**src/rtl/l1_dcache.sv**
```systemverilog
`default_nettype none
// ----------------------------------------------------------------------------
// l1_dcache : direct-mapped, write-back, write-allocate L1 data cache with
//             same-cycle hits and a writeback/fill miss engine (128-bit lines)
// Revision  : 1.0
// ----------------------------------------------------------------------------
module l1_dcache #(
  parameter int INDEX_BITS = 3
) (
  input  logic         clk,
  input  logic         reset,
  input  logic [15:0]  mem_address,
  input  logic         mem_read,
  input  logic         mem_write,
  input  logic [1:0]   mem_byte_enable,
  input  logic [15:0]  mem_wdata,
  output logic [15:0]  mem_rdata,
  output logic         mem_resp,
  output logic [15:0]  pmem_address,
  output logic         pmem_read,
  output logic         pmem_write,
  output logic [127:0] pmem_wdata,
  input  logic [127:0] pmem_rdata,
  input  logic         pmem_resp
);

  localparam int c_NUM_SETS = 1 << INDEX_BITS;
  localparam int c_TAG_BITS = 12 - INDEX_BITS;

  localparam logic [1:0] c_IDLE      = 2'd0;
  localparam logic [1:0] c_WRITEBACK = 2'd1;
  localparam logic [1:0] c_FILL      = 2'd2;

  logic [1:0]            r_state;
  logic [c_NUM_SETS-1:0] r_valid;
  logic [c_NUM_SETS-1:0] r_dirty;
  logic [c_TAG_BITS-1:0] r_tag  [c_NUM_SETS];
  logic [127:0]          r_data [c_NUM_SETS];

  // Miss address is latched so the memory transaction survives a dropped request
  logic [c_TAG_BITS-1:0] r_miss_tag;
  logic [INDEX_BITS-1:0] r_miss_index;

  logic [c_TAG_BITS-1:0] w_req_tag;
  logic [INDEX_BITS-1:0] w_req_index;
  logic [2:0]            w_offset;
  logic                  w_request;
  logic                  w_idle;
  logic                  w_hit;
  logic                  w_write_hit;
  logic [127:0]          w_line;
  logic [15:0]           w_word;
  logic [15:0]           w_merged_word;
  logic                  w_unused;

  assign w_req_tag   = mem_address[15:4+INDEX_BITS];
  assign w_req_index = mem_address[3+INDEX_BITS:4];
  assign w_offset    = mem_address[3:1];
  assign w_unused    = &{1'b0, mem_address[0]};

  assign w_request   = mem_read | mem_write;
  assign w_idle      = (r_state == c_IDLE);
  assign w_hit       = r_valid[w_req_index] && (r_tag[w_req_index] == w_req_tag);
  assign w_line      = r_data[w_req_index];
  assign w_word      = w_line[{w_offset, 4'b0000} +: 16];

  assign mem_resp    = w_idle & w_request & w_hit;
  assign mem_rdata   = (w_idle & w_hit) ? w_word : 16'h0000;
  assign w_write_hit = mem_resp & mem_write;

  assign w_merged_word = {mem_byte_enable[1] ? mem_wdata[15:8] : w_word[15:8],
                          mem_byte_enable[0] ? mem_wdata[7:0]  : w_word[7:0]};

  // Memory-side outputs decode only registered state and the latched miss set
  assign pmem_read    = (r_state == c_FILL);
  assign pmem_write   = (r_state == c_WRITEBACK);
  assign pmem_wdata   = r_data[r_miss_index];

  always_comb begin
    pmem_address = 16'h0000;
    if (r_state == c_FILL)
      pmem_address = {r_miss_tag, r_miss_index, 4'b0000};
    else if (r_state == c_WRITEBACK)
      pmem_address = {r_tag[r_miss_index], r_miss_index, 4'b0000};
  end

  always_ff @(posedge clk or posedge reset) begin
    if (reset) begin
      r_state      <= c_IDLE;
      r_valid      <= '0;
      r_dirty      <= '0;
      r_miss_tag   <= '0;
      r_miss_index <= '0;
    end else begin
      case (r_state)
        c_IDLE: begin
          if (w_request && !w_hit) begin
            r_miss_tag   <= w_req_tag;
            r_miss_index <= w_req_index;
            r_state      <= (r_valid[w_req_index] && r_dirty[w_req_index]) ? c_WRITEBACK : c_FILL;
          end
          if (w_write_hit && (mem_byte_enable != 2'b00))
            r_dirty[w_req_index] <= 1'b1;
        end
        c_WRITEBACK: begin
          if (pmem_resp)
            r_state <= c_FILL;
        end
        c_FILL: begin
          if (pmem_resp) begin
            r_valid[r_miss_index] <= 1'b1;
            r_dirty[r_miss_index] <= 1'b0;
            r_state               <= c_IDLE;
          end
        end
        default: r_state <= c_IDLE;
      endcase
    end
  end

  // Tag and data arrays carry no reset; valid bits alone qualify their contents
  always_ff @(posedge clk) begin
    if (w_write_hit)
      r_data[w_req_index][{w_offset, 4'b0000} +: 16] <= w_merged_word;
    if ((r_state == c_FILL) && pmem_resp) begin
      r_data[r_miss_index] <= pmem_rdata;
      r_tag[r_miss_index]  <= r_miss_tag;
    end
  end

endmodule
`default_nettype wire
```
**config.mk**
```make
export PLATFORM = sky130hd
export DESIGN_NAME = l1_dcache
export DESIGN_NICKNAME = d
export VERILOG_FILES = /design/src/rtl/l1_dcache.sv
export SDC_FILE = /design/constraint.sdc
export NUM_CORES = 1
export LEC_CHECK = 0
export ABC_AREA = 1
export ABC_CLOCK_PERIOD_IN_PS = 6700
export BUFFER_PORTS_ARGS = -buffer_cell sky130_fd_sc_hd__clkbuf_2
export CAP_MARGIN = 5
export CELL_PAD_IN_SITES_DETAIL_PLACEMENT = 1
export CELL_PAD_IN_SITES_GLOBAL_PLACEMENT = 1
export CORE_UTILIZATION = 25
export CTS_CLUSTER_DIAMETER = 80
export DETAILED_ROUTE_END_ITERATION = 6
export PLACE_DENSITY = 0.58
export SETUP_SLACK_MARGIN = 0.4
export SYNTH_ARGS = -nofsm -noshare
export SYNTH_HDL_FRONTEND = slang
export SYNTH_SLANG_ARGS = --single-unit
```
**constraint.sdc**
```tcl
create_clock -name clk -period 6.7 [get_ports clk]
set_input_delay 1.005 -clock clk [delete_from_list [all_inputs] [get_ports clk]]
set_output_delay 1.005 -clock clk [all_outputs]
set_load 0.02 [all_outputs]
```
* Yosys cells after proc, flatten, opt, wreduce, memory -nomap -nowiden
Memories as Yosys holds them, arrays and structs flattened.
Cells that the tools add are included.
** Word-level totals
- Register bits :: 30
- Word-level logic and storage cells :: 75
- Latch bits :: 0
- Output and inout bits :: 163
- RAM bits :: 1096
- Bits in read-only memories :: 0
- Memories :: 2
- Input bits :: 167
** Operators by class
- Reduce and logical (&&, ||, !) cells :: 16
- Add/subtract/negate cells :: 1
- Shift-type cells :: 3
- $lt $le $gt $ge :: 4
- Eq/ne operators :: 7
- Divide/modulo/power cells :: 0
- Bitwise operators :: 9
- Muxes and demuxes :: 28
- $mul :: 0
** Memory list
- r_data :: depth 8, bits a word 128, rd ports 2, clocked after memory_dff 0, write ports 1, RTL line 38 : logic [127:0] r_data [c_NUM_SETS];
- r_tag :: depth 8, bits a word 9, rd ports 2, clocked after memory_dff 0, write ports 1, RTL line 37 : logic [c_TAG_BITS-1:0] r_tag [c_NUM_SETS];
** Operators by type and width (number)
- 2-to-1 mux 128 bit :: 3
- OR reduction 128 bit :: 1
- variable shift 16 x 9 -> 128 bit (first input constant) :: 1
- variable part select 128 x 8 -> 16 bit :: 1
- variable part select 16 x 9 -> 128 bit :: 1
- 2-to-1 mux 16 bit :: 3
- 2-to-1 mux 8 bit :: 4
- OR 8 bit :: 2
- one-hot mux 8 bit (2 select lines) :: 1
- == test 9 bit :: 1
- negator 7 -> 9 bit :: 1
- bitwise AND 8 bit :: 1
- less-than comparator 3 x 4 -> 1 bit (second input constant) :: 2
- 2-to-1 mux 2 bit :: 4
- != test 2 x 1 -> 1 bit (second input constant) :: 4
- inverter 8 bit :: 1
- logical AND 1 bit :: 7
- 2-to-1 mux 1 bit :: 7
- binary-select mux 1 bit (select 3 bit) :: 2
- demux 1 bit (select 3 bit) :: 2
- >= comparator 3 x 1 -> 1 bit (second input constant) :: 2
- one-hot mux 2 bit (3 select lines) :: 1
- AND reduction 3 bit :: 2
- bitwise AND 1 bit :: 4
- other kinds (8) :: 10

* Depth between registers and ports, before layout
Gate-level depths: netlist of run 1.
- Depth after elaboration :: 8
- Depth in mapped cells :: 20
- Gate-level depth less buffers :: 18

* Least setup slack after synthesis of run 1
No wires, ideal clock.
- Kind :: in2reg
- Start :: input mem_address[1]
- End :: memory r_data[0][64], enable pin
- Required time :: 6306 ps
- Stages on the path :: 13
- Arrival time :: 4253 ps
- Path slack :: 2053 ps
- Buffers on the path :: 4
- Setup time :: 394 ps
- Path through :: buf_2 > inv_1 > clkbuf_1 > clkbuf_1 > clkbuf_1 > ha_1 > ha_1 > inv_1 > nor2_1 > inv_1 > nor2_1 > nand3_4 > a21oi_1
** On the way
- Word-level cells in the longest chain between the ends :: 4
** Ends and longest elaborated chain
- start: declaration :: RTL line 12 : input logic [15:0] mem_address,
- negator 7 -> 9 bit :: RTL line 124 : r_data[w_req_index][{w_offset, 4'b0000} +: 16] <= w_merged_word;
- variable shift 16 x 9 -> 128 bit :: RTL line 124
- 2-to-1 mux 128 bit (implied by the code) :: RTL line 124
- 2-to-1 mux 128 bit (no line)
- end: declaration :: RTL line 38
No other way between the ends.

* Worst setup path in the final report of run 1
- Start :: register r_miss_index[0]
- End :: output pmem_wdata[82]
** On the way
- Word-level cells in the longest chain between the ends :: 1
** Ends and longest elaborated chain
- start: declaration :: RTL line 42 : logic [INDEX_BITS-1:0] r_miss_index;
- start signal: assignment :: RTL line 99 : r_miss_index <= w_req_index;
- memory read (8 x 128 bit)
- end: declaration :: RTL line 22 : output logic [127:0] pmem_wdata,
No other way between the ends.

==> metrics, run 1 <==
Synth area leader=edfxtp_1; Skew-Pair Late Insertion Delay=roughly 0.80 ns; status=complete, no violations; largest net degree at the start of global routing=135; Worst Path Arrival=4.70 ns; antenna violations before repair=11; Power Dens Cells=387 nW/µm²; num rows=roughly 170; Area contributors post-synth=edfxtp_1, nand2_1, o21ai_0; Post-CTS Resized=0; CTS root buf=clkbuf_16; Detail Placement HPWL=between 150000 and 200000 µm; max_cap viols=0; Fin Setup TNS=0 ns; synthesized area=55900 µm²; data required time at the worst endpoint=5.69 ns; # setup viols final=0; Max VDD drop=roughly 0.38 mV; total CTS buffers=137; RSZ-0062 raised after global routing=no; top cell type's share of synthesized area=58.9%; H-tree depth=4; nets=roughly 6600; vias after detailed routing=a little under 50000; Routed wire per std cell=28.5 µm; Max Buffers Root-to-Sink=3; CP Capture Type=output port; number of flops mapped to enable cells by yosys=approximately 1100; P_leak=0.0268 µW; final-report hold violation count=0; Worst Setup Start Kind=register; Area Overhead vs Synth=18.7%; Die Area=approximately 230000 µm²; Remaining Overflow, GRT=0; Port-buffer cells=324; Final period util=roughly 85%; WL final=272000 µm; post-layout min period=5.71 ns; Worst-path clk slew=0.06 ns; drt first pass iters=5; syn avg cell area=between 9 and 10 µm²; Starting Density=25.2%; fmax=0.175 GHz; Power, Total=25700 µW; CTS sink cnt=1126; Die Y=475 µm; relative slew slack=13.0%; CP Class=reg -> out; dominant synthesized flop cell=edfxtp_1; Worst-Margin Slew=1.30 ns; Hold WC Path Type=in -> async; register-to-register setup slack=2.74 ns; CTS tree=yes; die width=475 µm; drt initial violations=between 4000 and 5000; Synth cell types=40; Post-CTS Setup Bufs=0; origin of the critical flop-to-flop path=r_state[0]; CP max FO=40; first-pass GRT wire length=373000 µm; GPL Wtd Cong=approximately 0.94; Max Transition Viols Final=0; worst clock skew=0.0429 ns; async set-reset flop share out of synthesis=2.66%; fraction of layout cells with a size suffix above 1=13.1%; cell count after synthesis=a little over 6000; Core Box Area=222000 µm²; r2r endpoint=r_data[2][115]; worst r2r path cells=9; vias in the first global route=between 40000 and 50000; cts hold-fix bufs=0; final hold slack=0.305 ns; sequential-to-total area share from yosys stat=60.2%; Total Routing Usage GR=between 20% and 30%; via/cell ratio=5.14; register bit total from synthesis=1126; Residual DRC=0; synthesis warning total=0; I/O pin count=330; Routed Antenna Nets=0
[per-layer routing]
metal	up-vias	wire, µm	GRT usage [%]
li1	21500	-	-
met1	24900	113000	30.6
met2	2004	122000	37.0
met3	516	18000	3.45
met4	4	18000	14.5
met5	-	27	0
[area by class of cell]
class                      count  area, µm²
antenna                        9       22.5
clock inverter                73        785
tap                         2975       3720
clock buffer                 173       3640
sequential                  1126      33700
multi-input combinational   4263      19600
inverter                     365       1410
fill                       25800     156000
timing repair buffer         540       3570
[kinds of logic after synthesis]
kind of cell	Yosys count	share of synthesized area [%]
compound gates	897	10.3
fa+ha+maj	5	0.112
buf+inv	756	5.42
flops	1126	60.2
other cells	1	0.00671
simple gates	3357	23.9
[worst max-delay path by stage]
stage	start	to	slack (ns)	cells after the start
CTS	r_miss_index[0]	pmem_wdata[82]	1.01	7
global route	r_miss_index[0]	pmem_wdata[82]	0.94	7
detailed placement	mem_address[6]	r_data[0][62]	1.08	17
floorplan	mem_address[1]	r_data[0][64]	2.05	13
finish	r_miss_index[0]	pmem_wdata[82]	0.99	7
global placement	mem_address[6]	r_data[3][62]	1.09	17
[synth_stat cells (6+ instances only)]
master and count:
a21oi_1 146, a221oi_1 163, a22o_1 14, a22oi_1 120, buf_1 52, buf_2 107
buf_4 11, clkbuf_1 219, dfrtp_1 30, edfxtp_1 1096, inv_1 356, inv_2 6
nand2_1 2723, nand3_1 285, nand3_4 7, nand4_1 74, nor2_1 224, nor2_2 9
o2111ai_1 41, o21ai_0 331, o22ai_1 50, o2bb2ai_1 25, or2_2 20
[registers in the layout, indices dropped and copies added (netlist names)]
name	count
r_tag	72
r_miss_tag	9
r_miss_index	3
r_state	2
r_valid	8
r_data	1024
r_dirty	8
[stage by stage]
stage	setup slack (ns)	cell area, µm²	cells	utilization [%]
after floorplan	2.05	55900	6145	-
after global placement	1.09	61900	9269	27.9
after detailed placement	1.08	61900	9269	27.9
after CTS	1.01	66300	9515	29.8
after global routing	0.936	66400	9522	29.9
final	0.991	66400	9524	29.9
[cells in the final DEF, fill, tap and decap left out, types with 50 or more instances in the layout]
| master | count |
|---|---|
| buf_4 | 193 |
| a22oi_1 | 120 |
| nand4_1 | 74 |
| inv_1 | 351 |
| nand2_1 | 2721 |
| o22ai_1 | 50 |
| nand3_1 | 282 |
| nor2_1 | 218 |
| edfxtp_1 | 1096 |
| o21ai_0 | 331 |
| clkbuf_2 | 321 |
| clkbuf_16 | 140 |
| a221oi_1 | 163 |
| a21oi_1 | 82 |
| a21oi_2 | 64 |
[power breakdown]
group / switching (µW) / internal (µW)
clock: 3110 / 4330
sequential: 322 / 8730
combinational: 7170 / 2000
[worst max-delay path, cell delays in order (launching register included)]
cell	delay [ns]
dfrtp_1	0.51
inv_1	0.40
nand3_4	0.58
inv_4	0.88
buf_4	0.62
a221oi_1	0.18
o2111ai_1	0.36
clkbuf_2	0.29
(Power assumes the default switching activity.)
==> run 2: changes to the inputs <==
- CORE_MARGIN: not set -> 10
- PLACE_DENSITY: 0.58 -> 0.46
==> metrics, run 2 (synthesized netlist as in run 1, its figures left out) <==
Starting Density=25.2%; antenna violations before repair=12; biggest regs=r_data: 1024 flops, r_tag: 72 flops, r_miss_tag: 9 flops; fmax=0.180 GHz; Die Y=493 µm; Die Area=about 240000 µm²; Remaining Overflow, GRT=0; CTS sink cnt=1126; CP max-delay cell=nor2_1; Cell Chain, Critical Path=buf_8 > inv_8 > nor2_2 > nand3_1 > o21ai_1 > nor2_1 > nand2_1 > nand2_1 > nor4_1 > nand4_1 > buf_4 > nor2_1 > clkbuf_2; CP max FO=34; pre-CTS setup slack=approximately 1.2 ns; Area Overhead vs Synth=19.2%; drt first pass iters=6; relative slew slack=14.9%; final instance area=66700 µm²; final core utilization=~30%; CP Class=in -> out; Port-buffer cells=324; Fin Setup TNS=0 ns; commonest non-fill, non-tap cells in the layout=nand2_1, edfxtp_1, inv_1; CP Capture Type=output port; Max Transition Viols Final=0; Worst-Margin Slew=1.27 ns; largest net degree at the start of global routing=approximately 140; # setup viols final=0; cts hold-fix bufs=0; via/cell ratio=approximately 5.0; CTS tree=yes; Routed wire per std cell=30.3 µm; Residual DRC=0; worst clock skew=0.0541 ns; Post-CTS Setup Bufs=0; Total Routing Usage GR=22.9%; CTS root buf=clkbuf_16; total CTS buffers=145; first-pass GRT wire length=about 400000 µm; largest register by flop count=r_data; Max Buffers Root-to-Sink=3; die width=between 400 and 500 µm; Post-CTS Resized=0; Detail Placement HPWL=about 190000 µm; commonest non-fill, non-tap cell in the layout=nand2_1; Routed Antenna Nets=0; nets=6604; post-layout min period=5.56 ns; Power Dens Cells=392 nW/µm²; max incr delay on CP=0.62 ns; Worst Path Arrival=4.56 ns; final hold slack=0.317 ns; Worst-path clk slew=0.05 ns; H-tree depth=4; I/O pin count=330; status=complete, no violations; Worst Setup Start Kind=input port; fraction of layout cells with a size suffix above 1=around an eighth; vias in the first global route=48600; cell family with most CP delay=simple AND/OR/NAND/NOR gates; Core Box Area=222000 µm²; Buf/Inv on CP=4; final-report hold violation count=0; RSZ-0062 raised after global routing=no; Max VDD drop=0.510 mV; Largest register FFs=~1000; GPL Wtd Cong=0.857; Skew-Pair Late Insertion Delay=0.82 ns; vias after detailed routing=48000; drt initial violations=3799; WL final=289000 µm; P_leak=0.0269 µW; area post-placement=62000 µm²; Worst Setup Slack, final=between 1 and 1.5 ns; num rows=173; data required time at the worst endpoint=5.69 ns; Hold WC Path Type=in -> async; max_cap viols=0; Final period util=~83%
run 2: changes by cell type in the layout (fill, tap and decap cells not counted), moves of 2 or more:
cell	before	now
clkinv_8	5	9
inv_16	4	2
clkinv_1	28	40
clkinv_16	0	2
buf_12	24	31
clkbuf_1	32	24
buf_4	193	176
inv_4	4	2
clkinv_2	15	21
clkbuf_16	140	145
run 2: worst register-to-register path, cell delays in order, from the launching register on:
cell and delay, ns:
dfrtp_1 0.39, inv_1 0.08, nand2_1 0.39, nor2_4 0.34, buf_12 0.41, o21ai_0 0.48, inv_1 0.20, nand2_1 0.57
a21oi_2 0.53, buf_4 0.40
run 2: final cells by class:
class | instances | area, µm²
repair buffers | 531 | 3590
inverters | 365 | 1420
clock buffers | 170 | 3730
diodes | 10 | 25.0
clock inverters | 95 | 946
well taps | 2975 | 3720
multi-input cells | 4263 | 19600
flip-flops and latches | 1126 | 33700
fillers | 25700 | 156000
run 2: stage by stage:
stage               total power (µW)  instances
global placement               18600       9260
floorplan                      13500       6145
CTS                            26400       9525
finish                         26100       9535
detailed placement             18700       9260
global route                   27200       9531
run 2: power breakdown:
part,switching (µW),internal [µW],total (µW)
sequential,317,8730,9050
combinational,7280,2030,9320
clock,3280,4480,7760
run 2: per-layer routing:
layer  GRT usage (%)  vias to the layer above  part of all wire, %
li1                -                    21500                    -
met1            30.3                    24700                   44
met2            37.3                     1327                   46
met3            2.87                      398                  4.4
met4            10.9                        0                  5.4
met5               0                        -                    0
run 2: worst paths after layout:
| path | startpoint | endpoint | slack [ns] | depth (start not counted) |
|---|---|---|---|---|
| worst max-delay path | mem_address[5] | mem_rdata[2] | 1.14 | 13 |
| worst min-delay path | reset | r_miss_tag[5] | 0.32 | 3 |
| worst max register to register | r_state[0] | r_data[1][93] | 2.56 | 9 |
| worst min register to register | r_valid[2] | r_valid[2] | 0.46 | 2 |
| max in group asynchronous | reset | r_dirty[3] | 6.01 | 3 |
| min in group clk | pmem_resp | r_state[1] | 0.44 | 2 |
